===== src/rtl/muldiv_seq_if.sv =====
// muldiv_seq_if: request/response bundle between the execute stage and the
// iterative multiply/divide sequencer. The execute stage is the master; the
// sequencer is the slave.
interface muldiv_seq_if #(
  parameter int XLEN = 32
);
  logic            start;
  logic [2:0]      funct3;
  logic [XLEN-1:0] op_a;
  logic [XLEN-1:0] op_b;
  logic            busy;
  logic            done;
  logic [XLEN-1:0] result;

  modport master (
    output start, funct3, op_a, op_b,
    input  busy, done, result
  );

  modport slave (
    input  start, funct3, op_a, op_b,
    output busy, done, result
  );
endinterface


===== src/rtl/muldiv_seq.sv =====
// muldiv_seq: iterative RV32M multiply/divide sequencer.
// Radix-2 shift-add multiply and restoring divide, one bit per cycle over XLEN
// cycles, followed by one sign-correction cycle (ADJ) and a one-cycle done pulse.
// Optional feature macro: MULDIV_EARLY_OUT_EN -- when defined, an operation whose
// op_a or op_b is zero skips the iterative phase and goes straight to ADJ.
module muldiv_seq #(
  parameter int XLEN = 32
) (
  input  logic          clk,
  input  logic          rst,
  muldiv_seq_if.slave   bus
);

  localparam int CW = $clog2(XLEN);

  localparam logic [2:0] F_MUL    = 3'b000;
  localparam logic [2:0] F_MULH   = 3'b001;
  localparam logic [2:0] F_MULHSU = 3'b010;
  localparam logic [2:0] F_MULHU  = 3'b011;
  localparam logic [2:0] F_DIV    = 3'b100;
  localparam logic [2:0] F_DIVU   = 3'b101;
  localparam logic [2:0] F_REM    = 3'b110;

`ifdef MULDIV_EARLY_OUT_EN
  localparam bit EARLY_OUT = 1'b1;
`else
  localparam bit EARLY_OUT = 1'b0;
`endif

  typedef enum logic [1:0] {
    S_IDLE,
    S_CALC,
    S_ADJ,
    S_DONE
  } state_t;

  state_t            state_q;
  logic [CW-1:0]     cnt_q;
  logic [2:0]        funct3_q;
  logic              sign_a_q;
  logic              sign_b_q;
  logic              b_zero_q;
  logic [XLEN-1:0]   mag_a_q;
  logic [XLEN-1:0]   mag_b_q;
  logic [2*XLEN-1:0] prod_q, prod_d;
  logic [XLEN-1:0]   rem_q, rem_d;
  logic [XLEN-1:0]   quo_q, quo_d;
  logic              busy_q;
  logic              done_q;
  logic [XLEN-1:0]   result_q, result_d;

  // Request decode: which operands are signed, and their magnitudes.
  logic            a_signed, b_signed;
  logic            in_sign_a, in_sign_b;
  logic [XLEN-1:0] in_mag_a, in_mag_b;
  logic            in_zero;

  always_comb begin
    a_signed  = !(bus.funct3 == F_MULHU || bus.funct3 == F_DIVU || bus.funct3 == 3'b111);
    b_signed  = (bus.funct3 == F_MUL) || (bus.funct3 == F_MULH) ||
                (bus.funct3 == F_DIV) || (bus.funct3 == F_REM);
    in_sign_a = a_signed && bus.op_a[XLEN-1];
    in_sign_b = b_signed && bus.op_b[XLEN-1];
    in_mag_a  = in_sign_a ? -bus.op_a : bus.op_a;
    in_mag_b  = in_sign_b ? -bus.op_b : bus.op_b;
    in_zero   = (bus.op_a == '0) || (bus.op_b == '0);
  end

  // One iteration of shift-add multiply and of restoring divide.
  logic [XLEN:0] mul_sum;
  logic [XLEN:0] div_shift;
  logic [XLEN:0] div_diff;

  always_comb begin
    // NOTE: every combinational output gets a default first so no path leaves it unassigned (no latch).
    prod_d = prod_q;
    rem_d  = rem_q;
    quo_d  = quo_q;

    // Multiply: high half accumulates the multiplicand when the current
    // multiplier bit (prod_q[0]) is set, then the whole register shifts right.
    mul_sum = {1'b0, prod_q[2*XLEN-1:XLEN]} + (prod_q[0] ? {1'b0, mag_a_q} : '0);
    prod_d  = {mul_sum, prod_q[XLEN-1:1]};

    // Divide: shift the next dividend bit into the partial remainder and keep
    // the trial difference only if it did not borrow.
    div_shift = {rem_q, quo_q[XLEN-1]};
    div_diff  = div_shift - {1'b0, mag_b_q};
    if (!div_diff[XLEN]) begin
      rem_d = div_diff[XLEN-1:0];
      quo_d = {quo_q[XLEN-2:0], 1'b1};
    end else begin
      rem_d = div_shift[XLEN-1:0];
      quo_d = {quo_q[XLEN-2:0], 1'b0};
    end
  end

  // Sign correction and special cases applied in ADJ.
  logic [2*XLEN-1:0] prod_fix;
  logic [XLEN-1:0]   quo_fix;
  logic [XLEN-1:0]   rem_fix;

  always_comb begin
    result_d = result_q;
    prod_fix = (sign_a_q ^ sign_b_q) ? -prod_q : prod_q;
    quo_fix  = (sign_a_q ^ sign_b_q) ? -quo_q  : quo_q;
    rem_fix  = sign_a_q ? -rem_q : rem_q;
    // Signed overflow (most negative / -1) needs no special path: the magnitude
    // quotient 2^(XLEN-1) negates back to itself and the remainder is zero.
    case (funct3_q)
      F_MUL:                      result_d = prod_fix[XLEN-1:0];
      F_MULH, F_MULHSU, F_MULHU:  result_d = prod_fix[2*XLEN-1:XLEN];
      F_DIV, F_DIVU:              result_d = b_zero_q ? '1 : quo_fix;
      // REM / REMU: dividing by zero returns op_a as it was presented.
      default:                    result_d = b_zero_q ? (sign_a_q ? -mag_a_q : mag_a_q)
                                                      : rem_fix;
    endcase
  end

  // Sequencer FSM with registered busy/done/result.
  always_ff @(posedge clk) begin
    // NOTE: every register, including the wide datapath registers, is cleared so a reset mid-operation leaves nothing stale.
    if (rst) begin
      state_q  <= S_IDLE;
      cnt_q    <= '0;
      funct3_q <= '0;
      sign_a_q <= 1'b0;
      sign_b_q <= 1'b0;
      b_zero_q <= 1'b0;
      mag_a_q  <= '0;
      mag_b_q  <= '0;
      prod_q   <= '0;
      rem_q    <= '0;
      quo_q    <= '0;
      busy_q   <= 1'b0;
      done_q   <= 1'b0;
      result_q <= '0;
    end else begin
      // NOTE: non-blocking assignments so every register updates from pre-edge values.
      case (state_q)
        S_IDLE: begin
          done_q <= 1'b0;
          if (bus.start) begin
            funct3_q <= bus.funct3;
            sign_a_q <= in_sign_a;
            sign_b_q <= in_sign_b;
            b_zero_q <= (bus.op_b == '0);
            mag_a_q  <= in_mag_a;
            mag_b_q  <= in_mag_b;
            busy_q   <= 1'b1;
            cnt_q    <= CW'(XLEN - 1);
            if (EARLY_OUT && in_zero) begin
              // Zero product, zero quotient/remainder; divide-by-zero is
              // resolved from b_zero_q in ADJ.
              prod_q  <= '0;
              rem_q   <= '0;
              quo_q   <= '0;
              state_q <= S_ADJ;
            end else begin
              prod_q  <= {{XLEN{1'b0}}, in_mag_b};
              rem_q   <= '0;
              quo_q   <= in_mag_a;
              state_q <= S_CALC;
            end
          end
        end
        S_CALC: begin
          if (funct3_q[2]) begin
            rem_q <= rem_d;
            quo_q <= quo_d;
          end else begin
            prod_q <= prod_d;
          end
          cnt_q <= cnt_q - 1'b1;
          if (cnt_q == '0) begin
            state_q <= S_ADJ;
          end
        end
        S_ADJ: begin
          result_q <= result_d;
          busy_q   <= 1'b0;
          done_q   <= 1'b1;
          state_q  <= S_DONE;
        end
        default: begin
          done_q  <= 1'b0;
          state_q <= S_IDLE;
        end
      endcase
    end
  end

  assign bus.busy   = busy_q;
  assign bus.done   = done_q;
  assign bus.result = result_q;

endmodule


===== src/flat_wrapper.sv =====
// flat-port wrapper written by rule: the top's interface ports become plain ports
module muldiv_seq_flat 
#(
  parameter int XLEN = 32
)
  (clk, rst, bus_start, bus_funct3, bus_op_a, bus_op_b, bus_busy, bus_done, bus_result);
  muldiv_seq_if #(.XLEN(XLEN)) bus_i ();
  input  logic clk;
  input  logic rst;
  input wire logic [$bits(bus_i.start)-1:0] bus_start;
  input wire logic [$bits(bus_i.funct3)-1:0] bus_funct3;
  input wire logic [$bits(bus_i.op_a)-1:0] bus_op_a;
  input wire logic [$bits(bus_i.op_b)-1:0] bus_op_b;
  output wire logic [$bits(bus_i.busy)-1:0] bus_busy;
  output wire logic [$bits(bus_i.done)-1:0] bus_done;
  output wire logic [$bits(bus_i.result)-1:0] bus_result;
  assign bus_i.start = bus_start;
  assign bus_i.funct3 = bus_funct3;
  assign bus_i.op_a = bus_op_a;
  assign bus_i.op_b = bus_op_b;
  assign bus_busy = bus_i.busy;
  assign bus_done = bus_i.done;
  assign bus_result = bus_i.result;
  muldiv_seq #(.XLEN(XLEN)) u_core (.clk(clk), .rst(rst), .bus(bus_i));
endmodule

===== config.mk =====
export PLATFORM = sky130hd
export DESIGN_NAME = muldiv_seq_flat
export DESIGN_NICKNAME = d
export VERILOG_FILES = /design/src/rtl/muldiv_seq_if.sv /design/src/rtl/muldiv_seq.sv /design/src/flat_wrapper.sv
export SDC_FILE = /design/constraint.sdc
export NUM_CORES = 1
export LEC_CHECK = 0
export CAP_MARGIN = 20
export CORE_MARGIN = 5
export CORE_UTILIZATION = 40
export CTS_BUF_LIST = sky130_fd_sc_hd__clkbuf_8
export DETAILED_ROUTE_END_ITERATION = 10
export PLACE_DENSITY = 0.6
export SLEW_MARGIN = 0
export SYNTH_ARGS = -nofsm -noshare
export SYNTH_HDL_FRONTEND = slang
export SYNTH_SLANG_ARGS = --single-unit

===== constraint.sdc =====
create_clock -name clk -period 9.61 [get_ports clk]
set_clock_uncertainty 0.15 [all_clocks]
set_input_delay 0.961 -clock clk [delete_from_list [all_inputs] [get_ports clk]]
set_output_delay 0.961 -clock clk [all_outputs]
set_load 0.01 [all_outputs]

Word level (Yosys, flattened, before mapping)
Index checks and enable logic that the tools add are counted.
{"block": "totals", "regBits": 239, "in_bits": 70, "out_inout_bits": 34, "word_cells": 93}
{"block": "op_classes", "addsub": 9, "n_eq_ne": 17, "mux": 29, "bitwise_logic": 1, "n_reduce_logical": 23}
{"op": "2-to-1 mux 32 bit", "count": 13}
{"op": "2-to-1 mux 64 bit", "count": 3}
{"op": "negator 32 bit", "count": 5}
{"op": "case mux 32 bit (2 select lines)", "count": 2}
{"op": "case mux 64 bit (2 select lines)", "count": 1}
{"op": "case mux 32 bit (3 select lines)", "count": 1}
{"op": "negator 64 bit", "count": 1}
{"op": "adder 32 x 33 -> 33 bit", "count": 1}
{"op": "subtractor 33 x 32 -> 33 bit", "count": 1}
{"op": "logical NOT 32 bit", "count": 1}
{"op": "== test 3 bit, second input constant", "count": 6}
{"op": "case mux 5 bit (2 select lines)", "count": 1}
{"op": "== test 3 x 2 -> 1 bit, second input constant", "count": 3}
{"op": "AND reduction 2 bit", "count": 4}
{"op": "== test 3 x 1 -> 1 bit, second input constant", "count": 2}
{"op": "logical NOT 3 bit", "count": 2}
{"op": "case mux 2 bit (3 select lines)", "count": 1}
{"op": "AND reduction 3 bit", "count": 2}
{"op": "logical NOT 5 bit", "count": 1}
{"op": "logical OR 1 bit", "count": 5}
{"op": "2-to-1 mux 5 bit", "count": 1}
{"op": "subtractor 5 x 1 -> 5 bit, second input constant", "count": 1}
{"op": "2-to-1 mux 2 bit", "count": 2}
{"op": "!= test 2 x 1 -> 1 bit, second input constant", "count": 2}
{"op": "other kinds (12)", "count": 17}

Longest topological paths before layout
Gate-level depths: netlist (run 1).
{"block": "logic_depth", "depth_word": 8, "mapped_depth": 16, "ltp_nobuf": 14}

Least setup slack after synthesis (run 1)
OpenSTA, ideal clock, no wires.
{"block": "synth_path", "path_type": "input to register", "from": "in bus_op_b[10]", "to": "reg u_core.prod_q[21]", "setup_time_ps": 128, "arrival_time_ps": 3115, "t_required_ps": 9332, "slack_ps": 6217, "stages": 9, "n_path_buf": 0, "cell_sequence": "or4_4 -> or3_4 -> or3_1 -> or2_1 -> o41ai_2 -> xor2_1 -> o21ai_1 -> mux2i_1 -> nor2_1"}
{"block": "synth_between", "elab_chain_cells": 4}
{"element": "from (decl)", "line": "flat_wrapper.sv:13", "text": "input wire logic [$bits(bus_i.op_b)-1:0] bus_op_b;"}
{"element": "negator 32 bit", "line": "muldiv_seq.sv:65", "text": "in_mag_b = in_sign_b ? -bus.op_b : bus.op_b;"}
{"element": "2-to-1 mux 32 bit", "line": "muldiv_seq.sv:65"}
{"element": "2-to-1 mux 64 bit", "line": "muldiv_seq.sv:143", "text": "if (bus.start) begin"}
{"element": "case mux 64 bit (2 select lines)", "line": "muldiv_seq.sv:140", "text": "case (state_q)"}
{"element": "to (signal assigned)", "line": "muldiv_seq.sv:160", "text": "prod_q <= {{XLEN{1'b0}}, in_mag_b};"}
{"element": "to (signal assigned)", "line": "muldiv_seq.sv:172", "text": "prod_q <= prod_d;"}
{"element": "to (decl)", "line": "muldiv_seq.sv:45", "text": "logic [2*XLEN-1:0] prod_q, prod_d;"}
No other way between the ends. The select of a mux whose other input is x is not followed.
A chain may end at the register's enable or synchronous reset.

Worst setup path after layout (run 1)
{"block": "layout_path", "from": "reg u_core.prod_q[0]", "to": "reg u_core.prod_q[63]"}
{"block": "layout_between", "elab_chain_cells": 4}
{"element": "2-to-1 mux 32 bit", "line": "muldiv_seq.sv:82", "text": "mul_sum = {1'b0, prod_q[2*XLEN-1:XLEN]} + (prod_q[0] ? {1'b0, mag_a_q} : '0);"}
{"element": "adder 32 x 33 -> 33 bit", "line": "muldiv_seq.sv:82"}
{"element": "2-to-1 mux 64 bit", "line": "muldiv_seq.sv:168", "text": "if (funct3_q[2]) begin"}
{"element": "case mux 64 bit (2 select lines)", "line": "muldiv_seq.sv:140"}
No other way between the ends. The select of a mux whose other input is x is not followed.

==> results of run 1 <==
Yosys cell counts (59+ instances only):
master / instances / area, sq um
nand2_1: 329 / 1230
dfxtp_1: 239 / 4780
nor2_1: 228 / 856
a21oi_1: 189 / 946
o21ai_0: 173 / 866
clkbuf_1: 131 / 492
xor2_1: 124 / 1090
xnor2_1: 123 / 1080
a211oi_1: 83 / 623
ha_1: 75 / 938
inv_1: 70 / 263
nor3_1: 59 / 295
worst max path at each step:
stage,startpoint,end
after floorplan,bus_op_b[10],u_core.prod_q[21]$_SDFFE_PP0P_
after global placement,bus_op_b[8],u_core.prod_q[21]$_SDFFE_PP0P_
after detailed placement,bus_op_b[8],u_core.prod_q[30]$_SDFFE_PP0P_
after CTS,u_core.prod_q[0]$_SDFFE_PP0P_,u_core.prod_q[63]$_SDFFE_PP0P_
after global routing,u_core.prod_q[0]$_SDFFE_PP0P_,u_core.prod_q[63]$_SDFFE_PP0P_
final,u_core.prod_q[0]$_SDFFE_PP0P_,u_core.prod_q[63]$_SDFFE_PP0P_
cells by family after synthesis:
group                      after synthesis  share of synthesized area, %
DFF                                    239                          26.2
and+or+nand+nor                        861                          22.1
adders and majority gates               77                          5.35
buffers and inverters                  219                          4.57
AOI/OAI and AO/OA                      778                          27.4
muxes                                   44                          2.48
xor gates and xnor gates               248                          12.0
cell type report:
class | count | area share (%)
multi-input cells | 2008 | 61.4
flip-flops and latches | 239 | 23.1
repair buffers | 128 | 5.89
clock buffers | 63 | 4.18
well taps | 600 | 3.62
inverters | 70 | 1.27
clock inverters | 17 | 0.519
through the flow:
step	cell area [sq um]	hold WS, ns	utilization (%)	power [uW]	worst slack [ns]
3_5_place_dp	19700	0.292	43.6	4430	5.50
6_report	20700	0.302	45.8	5560	5.60
5_1_grt	20700	0.322	45.8	5910	5.32
4_1_cts	20700	0.305	45.8	5530	5.63
2_1_floorplan	18300	0.290	-	3450	6.22
3_3_place_gp	19700	0.295	43.6	4380	5.50
per-layer routing:
layer / vias up / part of all wire, %
met1: 8847 / 46
met4: 0 / 2.3
met5: - / 0
li1: 8957 / -
met2: 664 / 45
met3: 93 / 7.1
power by group through the flow:
stage,registers (uW),logic [uW],clock network [uW]
floorplan,1490,1960,0
global placement,1670,2710,0
detailed placement,1680,2760,0
CTS,1660,2770,1110
global route,1690,3070,1150
finish,1660,2810,1090
flip-flops by register name (all words and copies together), names as in the netlist:
signal             cells
u_core.funct3_q        3
u_core.cnt_q           5
u_core.state_q         2
u_core.rem_q          32
u_core.mag_a_q        32
u_core.b_zero_q        1
u_core.quo_q          32
u_core.bus.done        1
u_core.mag_b_q        32
u_core.prod_q         64
u_core.sign_a_q        1
u_core.bus.result     32
u_core.bus.busy        1
u_core.sign_b_q        1
==> out/metrics.cfg, run 1 <==
[detailed_routing]
vias_per_cell = 5.94
drt-initial-drc-count = 1672
postRouteAntennaNets = 0
drc = 0
totalWireLength_microns = 67300
first_pass_iters = 7
wl_per_cell_microns = 21.5
vias = 18600

[pwr]
powerDensity_mw_per_mm2 = 268
p_sw_share_pct = 48.7
vdd_drop_max_mv = 0.252
leakagePower_uw = 0.00772
seq_power_share_pct = 29.9
internal_power_uw = 2850
clkPwrFrac_pct = 19.6
switching_power_uw = 2710
comb_power_share_pct = 50.5

[setup_path]
worst-path-buf-inv = 1
worstPathRequired_ns = 9.97
max_stage_delay_ns = 0.75
critPathTopFamily = compound AO/OA/AOI/OAI gates
reg2reg_slack_ns = 5.60
end_kind = flop
r2r.worst_path.cells = 12
timing.rr.end = u_core.prod_q[63]$_SDFFE_PP0P_
critPathSlowestCell = o41ai_1
path_max_fanout = 32
setup.worst_path.class = flop to flop
crit_path_frequent_cell = o21ai_1
startpoint_type = flop
crit_cells = 12
cp_data_arrival_time_ns = 4.36
worstPathCellList = buf_4 > and2_1 > ha_1 > nor2b_1 > o31ai_1 > a21o_1 > o21ai_1 > o41ai_1 > o21ai_1 > nor3_1 > o21bai_1 > a31o_1
r2r_start = u_core.prod_q[0]$_SDFFE_PP0P_

[logic_synthesis]
ys_seq_area_share_pct = 26.2
synth_seq_cells = 239
synth.distinct_cells = 83
netlist_instances = 2466
syn-cell-area_sq_mm = 0.0183
synth-main-ff-cell = dfxtp_1
synth_edf_count = 0
async_flop_share_pct = 0
syn_nets = 2613
syn_area_per_cell_sq_um = 7.41
ys.warnings.count = 0

[finish]
area_growth_pct = 13.3
fillers = 4613
layout_commonest_cell = nand2_1
multi_input_area_sq_mm = 0.0127
finalNonFillerCells = 3125
mostFrequentLayoutCells = 329 x nand2_1, 238 x dfxtp_1, 227 x nor2_1
regArea_sq_mm = 0.00479
fin_nets = 2639
drive_above_1_share_pct = 6.02
diodes = 0

[cts]
postCtsHoldBufs = 0
insertion_delay_ns = 0.63
cts_tree = built
path_clk_slew_ns = 0.06
ctsLongestPathBuffers = 3
cts_made_buffers = 45
numClockSinks = 239
cts-root-buf = clkbuf_8
htreeDepth = 2
post_cts_buffers = 0
post_cts_resized = 0

[floorplanning]
start_util_pct = 40.4
die_x_microns = 224
core_sq_mm = 0.0453
dieArea_sq_mm = 0.0501
io_pins = 104
die_y_microns = 224
row_count = 78

[placement]
place_congestion = 1.01
dp.cells = 3045
numPortBuffers = 103
dpl.hpwl_microns = 51300

[sta]
finalSetupViolations = 0
tightest_slew_ns = 1.08
max_slew_margin_pct = 27.8
timing.final.crit_share_pct = 41.7
report.final.slew_viol_count = 0
rsz0062_at_grt = false
fmax_ghz = 0.250
finalHoldViolations = 0
final.setup.tns_ns = 0
fin_crit_ns = 4.01

[global_route]
grt_start_max_net_pins = 94
grt.met3_usage_pct = 4.56
grt_overflow_total = 0
grt_use_met2_pct = 40.8
grt_pass1_vias = 17200
top_usage_layer = met2
grtUsageTotal_pct = 25.8
use_met1_pct = 36.8
grt_pass1_wl_microns = 103000
antenna_found_initial = 0

[job]
max-cap-violations = 0

[outcome]
status = finished clean

[worst_hold_path]
min_path_type = flop to flop
hold_depth = 1
min-delay-start = u_core.bus.result[26]$_SDFFE_PP0P_
min_to = u_core.bus.result[26]$_SDFFE_PP0P_

Note: power is estimated with default switching activity, not from simulation.
==> inputs of run 2 (changes only) <==
==> constraint.sdc (replaced) <==
create_clock -name clk -period 3.9 [get_ports clk]
set_clock_uncertainty 0.15 [all_clocks]
set_input_delay 0.39 -clock clk [delete_from_list [all_inputs] [get_ports clk]]
set_output_delay 0.39 -clock clk [all_outputs]
set_load 0.01 [all_outputs]
==> run 2 against run 1 <==
Clock power up 140%. Sequential power up 140%. Global-route usage up 0.79 points. Hold slack worse by 0.24 ns. Sequential cell count unchanged. Count of clock-buffer cells in the layout down 4. Wire length up 3.4%. Non-clock buffer count up 56. First-iteration DRC count down 6.4%. Power rose to 2.5 times the previous value. Critical path depth unchanged. Largest power group unchanged.
==> out/metrics.cfg, run 2 (synthesized netlist as in run 1, its figures left out) <==
[setup_path]
timing.rr.end = u_core.prod_q[60]$_SDFFE_PP0P_
reg2reg_slack_ns = 0.27  ; -5.34 ns
path_max_fanout = 9  ; -72%
startpoint_type = flop
end_kind = flop
r2r_start = u_core.prod_q[0]$_SDFFE_PP0P_
setup.worst_path.class = flop to flop
worstPathRequired_ns = 4.26  ; -5.71 ns
cp_data_arrival_time_ns = 4.00  ; -0.36 ns
r2r.worst_path.cells = 12  ; unchanged

[cts]
cts-root-buf = clkbuf_8
numClockSinks = 239  ; unchanged
htreeDepth = 2  ; unchanged
insertion_delay_ns = 0.63  ; about the same
ctsLongestPathBuffers = 3  ; unchanged
post_cts_buffers = 0  ; unchanged
path_clk_slew_ns = 0.06  ; about the same
cts_tree = built
cts_made_buffers = 48  ; +6.7%

[floorplanning]
die_y_microns = 224  ; unchanged
core_sq_mm = 0.0453  ; unchanged
io_pins = 104  ; unchanged
start_util_pct = 40.4  ; unchanged
dieArea_sq_mm = 0.0501  ; unchanged
die_x_microns = 224  ; unchanged
row_count = 78  ; unchanged

[placement]
place_area_sq_mm = 0.0202  ; +2.3%
place_congestion = 0.986  ; -2.5%
numPortBuffers = 103  ; unchanged
dpl.hpwl_microns = 54200  ; +5.7%

[global_route]
grt_start_max_net_pins = 67  ; -29%
grt_pass1_wl_microns = 106000  ; +2.3%
grtUsageTotal_pct = 26.6  ; +0.79 points
grt_pass1_vias = 17700  ; +2.7%
grt_overflow_total = 0  ; unchanged
antenna_found_initial = 1  ; +1

[outcome]
status = finished clean

[finish]
diodes = 0  ; unchanged
largest_reg_flops = 64  ; unchanged
drive_above_1_share_pct = 7.87  ; +1.9 points
fillers = 4566  ; -1.0%
fin_nets = 2698  ; +2.2%
final_area_sq_mm = 0.0212  ; +2.1%
layout_commonest_cell = nand2_1
mostFrequentLayoutCells = 329 x nand2_1, 238 x dfxtp_1, 227 x nor2_1
area_growth_pct = 15.7
top_register = u_core.prod_q

[sta]
finalSetupViolations = 0  ; unchanged
timing.final.crit_share_pct = 93.2  ; +51 points
fmax_ghz = 0.275  ; +10%
finalHoldViolations = 0  ; unchanged
tightest_slew_ns = 0.937  ; -0.145 ns
rsz0062_at_grt = false
report.final.slew_viol_count = 0  ; unchanged
max_slew_margin_pct = 37.4  ; +9.6 points
final.setup.tns_ns = 0  ; unchanged
fin_crit_ns = 3.63  ; -0.374 ns

[worst_hold_path]
hold_depth = 2  ; +1
min-delay-start = rst
min_path_type = primary input to flop
min_to = u_core.bus.result[7]$_SDFFE_PP0P_

[pwr]
powerDensity_mw_per_mm2 = 660  ; +150%
internal_power_uw = 7200  ; +150%
leakagePower_uw = 0.00800  ; +3.7%
clkPwrFrac_pct = 19.0  ; -0.6 points
switching_power_uw = 6760  ; +150%
vdd_drop_max_mv = 0.585  ; +130%
seq_power_share_pct = 28.9  ; -1.0 points
p_sw_share_pct = 48.4  ; -0.31 points
comb_power_share_pct = 52.1  ; +1.6 points

[detailed_routing]
drc = 0  ; unchanged
first_pass_iters = 7  ; unchanged
totalWireLength_microns = 69600  ; +3.4%
drt-initial-drc-count = 1565  ; -6.4%
vias = 18900  ; +1.7%
vias_per_cell = 5.94  ; about the same
postRouteAntennaNets = 0  ; unchanged
wl_per_cell_microns = 21.9  ; +1.7%

[job]
max-cap-violations = 0  ; unchanged

[run 2: cell types whose count changed in the layout (fill, tap and decap cells not counted), sizes merged]
cell / delta
bufinv: +1
buf: +56
inv: +4
clkbuf: -4
clkinv: -3
[run 2: power by group through the flow]
stage                     logic (uW)  registers [uW]  clock network, uW
final                           7270            4040               2650
after global routing            7950            4110               2800
after CTS                       7160            4020               2700
after detailed placement        7130            4070                  0
after global placement          7030            4040                  0
after floorplan                 4820            3670                  0
[run 2: layout make-up]
| cell class | count | area, sq um | area share [%] |
|---|---|---|---|
| Inverter | 70 | 263 | 1.24 |
| Tap cell | 600 | 751 | 3.55 |
| Clock inverter | 19 | 138 | 0.651 |
| Multi-Input combinational cell | 2008 | 12700 | 60.2 |
| Sequential cell | 239 | 4790 | 22.6 |
| Clock buffer | 59 | 812 | 3.84 |
| Timing Repair Buffer | 184 | 1680 | 7.93 |
[run 2: worst max path at each step]
stage | start | end | slack, ns | cells past startpoint
floorplan | u_core.prod_q[0]$_SDFFE_PP0P_ | u_core.prod_q[60]$_SDFFE_PP0P_ | 0.66 | 14
global placement | bus_op_b[8] | u_core.prod_q[21]$_SDFFE_PP0P_ | 0.38 | 10
detailed placement | u_core.prod_q[0]$_SDFFE_PP0P_ | u_core.prod_q[60]$_SDFFE_PP0P_ | 0.34 | 13
CTS | u_core.mag_b_q[1]$_SDFFE_PP0P_ | u_core.rem_q[25]$_SDFFE_PP0P_ | 0.32 | 12
global route | u_core.prod_q[0]$_SDFFE_PP0P_ | u_core.prod_q[60]$_SDFFE_PP0P_ | 0.08 | 12
finish | u_core.prod_q[0]$_SDFFE_PP0P_ | u_core.prod_q[60]$_SDFFE_PP0P_ | 0.27 | 12
[run 2: metrics by stage]
step                setup WS, ns  util (%)  instances  hold WS, ns  total power (uW)
floorplan                  0.656         -       2466        0.290              8490
global placement           0.384      44.6       3101        0.286             11100
detailed placement         0.339      44.6       3101        0.286             11200
CTS                        0.321      46.7       3179       0.0351             13900
global route              0.0769      46.7       3179       0.0773             14900
finish                     0.267      46.7       3179       0.0666             14000
[run 2: layer usage]
metal  GRT usage, %  up-vias  wire (microns)  part of all wire, %
met3           6.28      144            5600                  8.0
met5              0        -              17                0.024
met1           36.4     8984           31000                   44
met4           9.09        2            2410                  3.5
met2           41.4      686           30600                   44
li1               -     9066               -                    -
[run 2: critical path, cell delays in order, from the launching register on]
cell and delay (ns):
dfxtp_1 0.56, nand2_1 0.17, inv_1 0.08, ha_1 0.23, a211oi_1 0.25, nor2_1 0.12
o31ai_1 0.42, o21ai_1 0.19, a211oi_1 0.49, o21ai_1 0.27, a311oi_1 0.36, xor2_1 0.18
o21ai_1 0.07
[run 2: timing repair]
action | in CTS | in global routing
hold buffers | 0 | 0
resized for setup | 0 | 1
setup endpoints to repair | 0 | 3
